**config.mk**
```make
export PLATFORM = sky130hd
export DESIGN_NAME = tff_bank_flat
export DESIGN_NICKNAME = d
export VERILOG_FILES = /design/src/rtl/tff_bank_if.sv /design/src/rtl/tff_bank.sv /design/src/flat_wrapper.sv
export SDC_FILE = /design/constraint.sdc
export NUM_CORES = 1
export LEC_CHECK = 0
export BUFFER_PORTS_ARGS = -buffer_cell sky130_fd_sc_hd__clkbuf_2
export CAP_MARGIN = 5
export CELL_PAD_IN_SITES_DETAIL_PLACEMENT = 0
export CELL_PAD_IN_SITES_GLOBAL_PLACEMENT = 2
export CORE_ASPECT_RATIO = 1.1
export CORE_MARGIN = 5
export CORE_UTILIZATION = 26
export DETAILED_ROUTE_END_ITERATION = 8
export PLACE_DENSITY = 0.73
export SKIP_CTS_REPAIR_TIMING = 1
export SLEW_MARGIN = 20
export SYNTH_ARGS = -nofsm -noshare
export SYNTH_HDL_FRONTEND = slang
export SYNTH_SLANG_ARGS = --single-unit
```
**constraint.sdc**
```tcl
create_clock -name clk -period 2.2 [get_ports clk]
set_clock_uncertainty 0.15 [all_clocks]
set_input_delay 0 -clock clk [delete_from_list [all_inputs] [get_ports clk]]
set_output_delay 0 -clock clk [all_outputs]
set_load 0.05 [all_outputs]
```
**src/rtl/tff_bank_if.sv**
```systemverilog
// rtl/tff_bank_if.sv - control/status bundle for the toggle flip-flop bank
interface tff_bank_if #(
    parameter int WIDTH = 3,
    parameter int CNT_W = 8
);
    logic             en;
    logic             mode;
    logic [WIDTH-1:0] t;
    logic             load;
    logic [WIDTH-1:0] load_val;
    logic [WIDTH-1:0] q;
    logic             q_msb;
    logic             tc;
    logic [CNT_W-1:0] msb_toggles;

    modport master (
        output en, mode, t, load, load_val,
        input  q, q_msb, tc, msb_toggles
    );

    modport slave (
        input  en, mode, t, load, load_val,
        output q, q_msb, tc, msb_toggles
    );
endinterface

```
**src/rtl/tff_bank.sv**
```systemverilog
// rtl/tff_bank.sv - parametrised T flip-flop bank with independent/cascade modes
module tff_bank #(
    parameter int               WIDTH   = 3,
    parameter logic [WIDTH-1:0] RST_VAL = '0,
    parameter int               CNT_W   = 8
) (
    input  logic       clk,
    input  logic       rst,
    tff_bank_if.slave  bus
);
    logic [WIDTH-1:0] q_q, q_d;
    logic [WIDTH-1:0] tog;
    logic             carry;
    logic             tc_q, tc_d;
    logic [CNT_W-1:0] cnt_q, cnt_d;

    // Cascade: a stage toggles only when every lower stage is requested and already set.
    always_comb begin
        tog   = '0;
        carry = 1'b1;
        for (int i = 0; i < WIDTH; i++) begin
            if (bus.mode) begin
                carry  = carry & bus.t[i];
                tog[i] = carry;
                carry  = carry & q_q[i];
            end else begin
                tog[i] = bus.t[i];
            end
        end
    end

    always_comb begin
        q_d   = q_q;
        tc_d  = 1'b0;
        cnt_d = cnt_q;
        if (bus.load) begin
            q_d = bus.load_val;
        end else if (bus.en) begin
            q_d  = q_q ^ tog;
            tc_d = bus.mode & (&bus.t) & (&q_q);
            if (tog[WIDTH-1] && (cnt_q != '1)) begin
                cnt_d = cnt_q + 1'b1;
            end
        end
    end

    always_ff @(posedge clk) begin
        if (!rst) begin
            q_q   <= RST_VAL;
            tc_q  <= 1'b0;
            cnt_q <= '0;
        end else begin
            q_q   <= q_d;
            tc_q  <= tc_d;
            cnt_q <= cnt_d;
        end
    end

    assign bus.q           = q_q;
    assign bus.q_msb       = q_q[WIDTH-1];
    assign bus.tc          = tc_q;
    assign bus.msb_toggles = cnt_q;
endmodule
```
**src/flat_wrapper.sv**
```systemverilog
// flat-port wrapper written by rule: the top's interface ports become plain ports
module tff_bank_flat 
#(
    parameter int               WIDTH   = 3,
    parameter logic [WIDTH-1:0] RST_VAL = '0,
    parameter int               CNT_W   = 8
)
  (clk, rst, bus_en, bus_mode, bus_t, bus_load, bus_load_val, bus_q, bus_q_msb, bus_tc, bus_msb_toggles);
  tff_bank_if #(.WIDTH(WIDTH), .CNT_W(CNT_W)) bus_i ();
  input  logic clk;
  input  logic rst;
  input wire logic [$bits(bus_i.en)-1:0] bus_en;
  input wire logic [$bits(bus_i.mode)-1:0] bus_mode;
  input wire logic [$bits(bus_i.t)-1:0] bus_t;
  input wire logic [$bits(bus_i.load)-1:0] bus_load;
  input wire logic [$bits(bus_i.load_val)-1:0] bus_load_val;
  output wire logic [$bits(bus_i.q)-1:0] bus_q;
  output wire logic [$bits(bus_i.q_msb)-1:0] bus_q_msb;
  output wire logic [$bits(bus_i.tc)-1:0] bus_tc;
  output wire logic [$bits(bus_i.msb_toggles)-1:0] bus_msb_toggles;
  assign bus_i.en = bus_en;
  assign bus_i.mode = bus_mode;
  assign bus_i.t = bus_t;
  assign bus_i.load = bus_load;
  assign bus_i.load_val = bus_load_val;
  assign bus_q = bus_i.q;
  assign bus_q_msb = bus_i.q_msb;
  assign bus_tc = bus_i.tc;
  assign bus_msb_toggles = bus_i.msb_toggles;
  tff_bank #(.WIDTH(WIDTH), .RST_VAL(RST_VAL), .CNT_W(CNT_W)) u_core (.clk(clk), .rst(rst), .bus(bus_i));
endmodule
```
* Word-level counts from Yosys, hierarchy flattened
Index checks and enable logic that the tools add are counted.
Storage, ports and cells: input port bits 11, bits in read-only memories 0, logic and storage cells 27, memories 0, register bits 12, latch bits 0, memory bits (writable) 0, output and inout bits 13
Cells by class: equal/unequal tests 1, bitwise operators 10, multipliers 0, reduce and logical (&&, ||, !) cells 6, div/mod/pow operators 0, muxes and demuxes 6, shift-type cells 0, order comparisons 0, $add $sub $neg 1
Operator list (count):
- 3-bit AND reduction | 3
- 8-bit by 1-bit adder with 8-bit output (second input constant) | 1
- 8-bit != test (second input constant) | 1
- 1-bit AND | 6
- 3-bit 2-to-1 mux | 2
- 1-bit 2-to-1 mux | 4
- 1-bit NOT | 3
- 3-bit OR reduction | 1
- 3-bit XOR | 1
- 2-bit nonzero test | 1
- 1-bit logical AND | 1

* Longest topological paths before layout
depth in word-level cells 10, gate-level depth with buffers 6, depth with buffers taken out 5

* Least setup slack after synthesis
No wires, ideal clock.
path kind flip-flop to flip-flop, from register u_core.q_q[0] (netlist: u_core.bus.q[0]), to register u_core.cnt_q[5] (netlist: u_core.bus.msb_toggles[5]), path slack 0.101 ns, data arrival time 1.880 ns, required time 1.980 ns, cell stages (with the launch flop) 6, setup time 0.070 ns, clock period less this slack 2.099 ns, path buffers 0, path through dfxtp_1 > ha_1 > nand3_1 > a211o_1 > or4_1 > a21oi_1
Between the ends: word-level cells in the longest chain between the ends 9
Ends and longest elaborated chain:
- from (decl) | line tff_bank.sv:11 | logic [WIDTH-1:0] q_q, q_d;
- from (signal assigned) | line tff_bank.sv:53 | q_q <= q_d;
- 1-bit AND (*) | line tff_bank.sv:25 | carry = carry & q_q[i];
- 1-bit 2-to-1 mux (*) | line tff_bank.sv:22 | if (bus.mode) begin
- 1-bit AND | line tff_bank.sv:23 | carry = carry & bus.t[i];
- 1-bit AND | line tff_bank.sv:25
- 1-bit 2-to-1 mux (*) | line tff_bank.sv:22
- 1-bit AND (*) | line tff_bank.sv:23
- 1-bit 2-to-1 mux (*) | line tff_bank.sv:22
- 1-bit logical AND (*) | line tff_bank.sv:41 | if (tog[WIDTH-1] && (cnt_q != '1)) begin
- 3-bit AND reduction (no source line) (*)
- to (signal assigned) | line tff_bank.sv:55 | cnt_q <= cnt_d;
- to (decl) | line tff_bank.sv:15 | logic [CNT_W-1:0] cnt_q, cnt_d;
Mark *: on every way between the ends. The rest lies on a longest branch, timed or not. A chain may end at the register's enable or synchronous reset.

* Worst setup path after layout
from register u_core.cnt_q[0] (netlist: u_core.bus.msb_toggles[0]), to register u_core.cnt_q[7] (netlist: u_core.bus.msb_toggles[7])
Between the ends: word-level cells in the longest chain between the ends 3, elaborated cells on any way between the ends 4, classes of those cells add/sub: 1; eq/ne: 1; reduce/logical: 2
Ends and longest elaborated chain:
- parallel branches: the longest is 3 deep, another holds 8-bit by 1-bit adder with 8-bit output
Several ways; the timed one is not identified.

==> results by group <==
Logic synthesis
  • Synthesis-stage register bit count: 12
  • Post-synth design cell area: 645.6 um2
  • Cell with the most instances after synthesis: sky130_fd_sc_hd__dfxtp_1
  • Sequential share of the synthesized area: 0.3721
  • Nets in the synthesized netlist: 88
  • Number of unique standard cell types used by synthesis: 25
  • Number of enable flip-flop cells after synthesis: 0
  • Area share of the largest cell type after synthesis: 0.3721
  • Cells after Synth: 75
  • Total number of yosys warnings: 0
  • Dominant synthesized flop cell: sky130_fd_sc_hd__dfxtp_1
  • Synth top cells by count: sky130_fd_sc_hd__dfxtp_1, sky130_fd_sc_hd__a21oi_1, sky130_fd_sc_hd__nand2_1, sky130_fd_sc_hd__o21ai_0, sky130_fd_sc_hd__inv_1
  • Post-Synthesis Mean Instance Area: 8.608 um2
  • Yosys top cell by area: sky130_fd_sc_hd__dfxtp_1
  • Leading post-synthesis cells by cell area: sky130_fd_sc_hd__dfxtp_1, sky130_fd_sc_hd__a21oi_1, sky130_fd_sc_hd__o21ai_0
  • Async set-or-reset flop fraction in the synthesized netlist: 0

Critical path
  • Worst Path Max Fanout: 15
  • End of the worst register-to-register path: u_core.bus.msb_toggles[7]
  • R2R cell count: 5
  • R2r setup slk: 0.33 ns
  • Required time at the worst-slack endpoint: 2.21 ns
  • Worst-path cell with the longest stage delay: sky130_fd_sc_hd__o311ai_4
  • Worst setup path endpoint: u_core.bus.msb_toggles[7]
  • Setup Crit Path Kind: reg2reg
  • Element type at the critical path start: flop
  • Origin of the critical flop-to-flop path: u_core.bus.msb_toggles[0]
  • Cell Chain, Critical Path: ha_1, nand3_2, o311ai_4, nor3_1, mux2i_1
  • Beginning of the critical path: u_core.bus.msb_toggles[0]
  • Cell type group with the largest total delay on the critical path: compound AO/OA/AOI/OAI gates
  • CP endpoint kind: flop
  • Levels on crit path: 5
  • Arr. time, crit path: 1.88 ns
  • Critical path buffers and inverters: 0
  • CP max stage delay: 0.57 ns

STA
  • Count of final hold-check violations: 0
  • Max Freq: 0.5354 GHz
  • Unrepaired setup endpoints after global routing: no
  • Minimum period implied by the final worst setup slack: 1.868 ns
  • Total setup violations reported at the end of the flow: 0
  • Hold Worst Slack: 0.02771 ns
  • Slew headroom: 0.6211
  • Period utilization: 0.8489
  • Actual transition at the worst max-transition pin: 0.5670 ns
  • Total Negative Setup Slacks: 0 ns
  • Number of pins exceeding their max-slew limit in the final report: 0

Floorplan
  • Die W: 57.51 um
  • Floorplan Core Area: 2449 um2
  • DIE HEIGHT: 62.27 um
  • Row cnt: 19
  • Die Outline Area: 3581 um2
  • I/O pins: 24
  • Initial standard-cell utilization of the core: 0.2637

Placement
  • GP Congestion: 0.7186
  • Detailed placer's ending HPWL: 1.321 mm
  • Cell count after placement: 127
  • Port-buffer cells: 23

Finish
  • Share of layout cells above drive strength 1: 0.2667
  • Final #Nets: 120
  • Final antenna diode count: 0
  • Post-Route Utilization: 0.3541
  • Synthesis-to-finish area growth: 34.30%
  • Post-route non-filler standard cell count: 136

CTS
  • Total clock sinks: 12
  • Later-pin clock latency in the skew report: 0.27 ns
  • Deepest clock path buffer count: 2
  • Clock buffer count from CTS: 3
  • CTS Root Cell: sky130_fd_sc_hd__clkbuf_4
  • H-tree levels: 1
  • Clock input transition at the sequential cells of the worst setup and hold paths: 0.08 ns
  • TritonCTS clock tree: yes

Job
  • Max capacitance violation total: 0

Detailed routing
  • Average via count per standard cell: 4.875
  • Aggregate routed wire length: 1.753 mm
  • Average detailed-routed wire length per instance: 12.89 um
  • DRC violation count after routing: 0
  • Post-DRT Antenna Nets: 0
  • DR pass1 iterations: 3
  • Violation count after the first detailed-route iteration: 5
  • Detailed-route via count: 663

GRT
  • Residual overflow from global routing: 0
  • Wire length of the first global-routing pass: 2.918 mm
  • Vias in the first global route: 632
  • Maximum number of pins on one net before global-route repair: 16
  • Global Route Usage Sum: 0.1025
  • Initial antenna violation count: 0

Min path
  • Hold Path Depth: 4
  • Worst hold path class: in2reg

Pwr
  • Cell Pwr Density: 515.0 nW/um2
  • Worst VDD drop: 0.0002310 V
  • Leak Pwr: 0.0003584 uW

Status
  • Outcome: finished clean
-- final cells by class --
cell class,count,area (um2)
Inverter,5,18.77
Timing Repair Buffer,29,175.2
Multi-Input combinational cell,56,371.6
Fill cell,276,1582
Tap cell,31,38.79
Sequential cell,12,240.2
Clock buffer,3,22.52
-- through the flow --
stage | setup slack, ns | total power (uW) | area, um2
after global routing | 0.1905 | 468.9 | 867.1
final | 0.3324 | 446.5 | 867.1
after global placement | 0.3411 | 306.2 | 784.5
after detailed placement | 0.3250 | 306.7 | 784.5
after floorplan | 0.1005 | 280.9 | 645.6
after CTS | 0.3018 | 446.5 | 807.0
-- metal layers --
metal / vias to the layer above / global-route usage / wire length (um)
met3: 2 / 0.03106 / 138
met1: 296 / 0.1359 / 837
li1: 345 / - / -
met2: 20 / 0.1469 / 764
met5: - / 0 / 0
met4: 0 / 0.05217 / 12
-- kinds of logic after synthesis --
| logic type | Yosys count | share of synthesized area |
|---|---|---|
| compound gates | 26 | 0.2810 |
| simple gates | 25 | 0.2112 |
| flops | 12 | 0.3721 |
| buf+inv | 7 | 0.05232 |
| mux | 2 | 0.03101 |
| fa+ha+maj | 2 | 0.03875 |
| xor+xnor | 1 | 0.01357 |
-- cells in the final DEF, fill, tap and decap left out --
master,count
sky130_fd_sc_hd__clkbuf_2,23
sky130_fd_sc_hd__clkbuf_4,3
sky130_fd_sc_hd__o311ai_4,1
sky130_fd_sc_hd__a21oi_1,8
sky130_fd_sc_hd__dlygate4sd3_1,6
sky130_fd_sc_hd__o211ai_1,4
sky130_fd_sc_hd__nand2b_1,1
sky130_fd_sc_hd__nand3_2,1
sky130_fd_sc_hd__xor2_1,1
sky130_fd_sc_hd__o21ai_0,6
sky130_fd_sc_hd__nor2_1,3
sky130_fd_sc_hd__or4_1,2
sky130_fd_sc_hd__nand2_1,6
sky130_fd_sc_hd__and3_1,1
sky130_fd_sc_hd__mux2i_1,2
sky130_fd_sc_hd__nand4_1,3
sky130_fd_sc_hd__nor4_1,1
sky130_fd_sc_hd__a211o_1,2
sky130_fd_sc_hd__o31ai_1,3
sky130_fd_sc_hd__dfxtp_1,12
sky130_fd_sc_hd__nor3_1,1
sky130_fd_sc_hd__or3_1,4
sky130_fd_sc_hd__ha_1,2
sky130_fd_sc_hd__o21a_1,1
sky130_fd_sc_hd__inv_1,5
sky130_fd_sc_hd__nand3_1,2
sky130_fd_sc_hd__a211oi_1,1
-- sequential cells by signal (all words and copies together), names as in the netlist --
signal,cells
u_core.bus.msb_toggles,8
u_core.bus.tc,1
u_core.bus.q,3
-- how the worst min path moves through the flow --
stage	start	to	slack (ns)
after floorplan	bus_load	u_core.bus.tc	-0.07
after global placement	bus_load	u_core.bus.tc	0.07
after detailed placement	bus_load	u_core.bus.tc	0.07
final	bus_t[2]	u_core.bus.q[2]	0.03
after CTS	bus_load	u_core.bus.tc	-0.22
after global routing	bus_t[2]	u_core.bus.q[2]	0.05
-- power by group --
part	leakage, uW	switching, uW	internal [uW]
registers	0.0000975	6.22	222
logic	0.000247	52.6	27.2
clock network	0.0000138	75.2	63.3
total	0.000358	134	312
-- tightest hold or removal path, cell delays in order --
cell and delay [ns]:
sky130_fd_sc_hd__clkbuf_2 0.13, sky130_fd_sc_hd__o211ai_1 0.13, sky130_fd_sc_hd__nand2_1 0.08, sky130_fd_sc_hd__a21oi_1 0.05
Power figures use the tool's default switching activity.
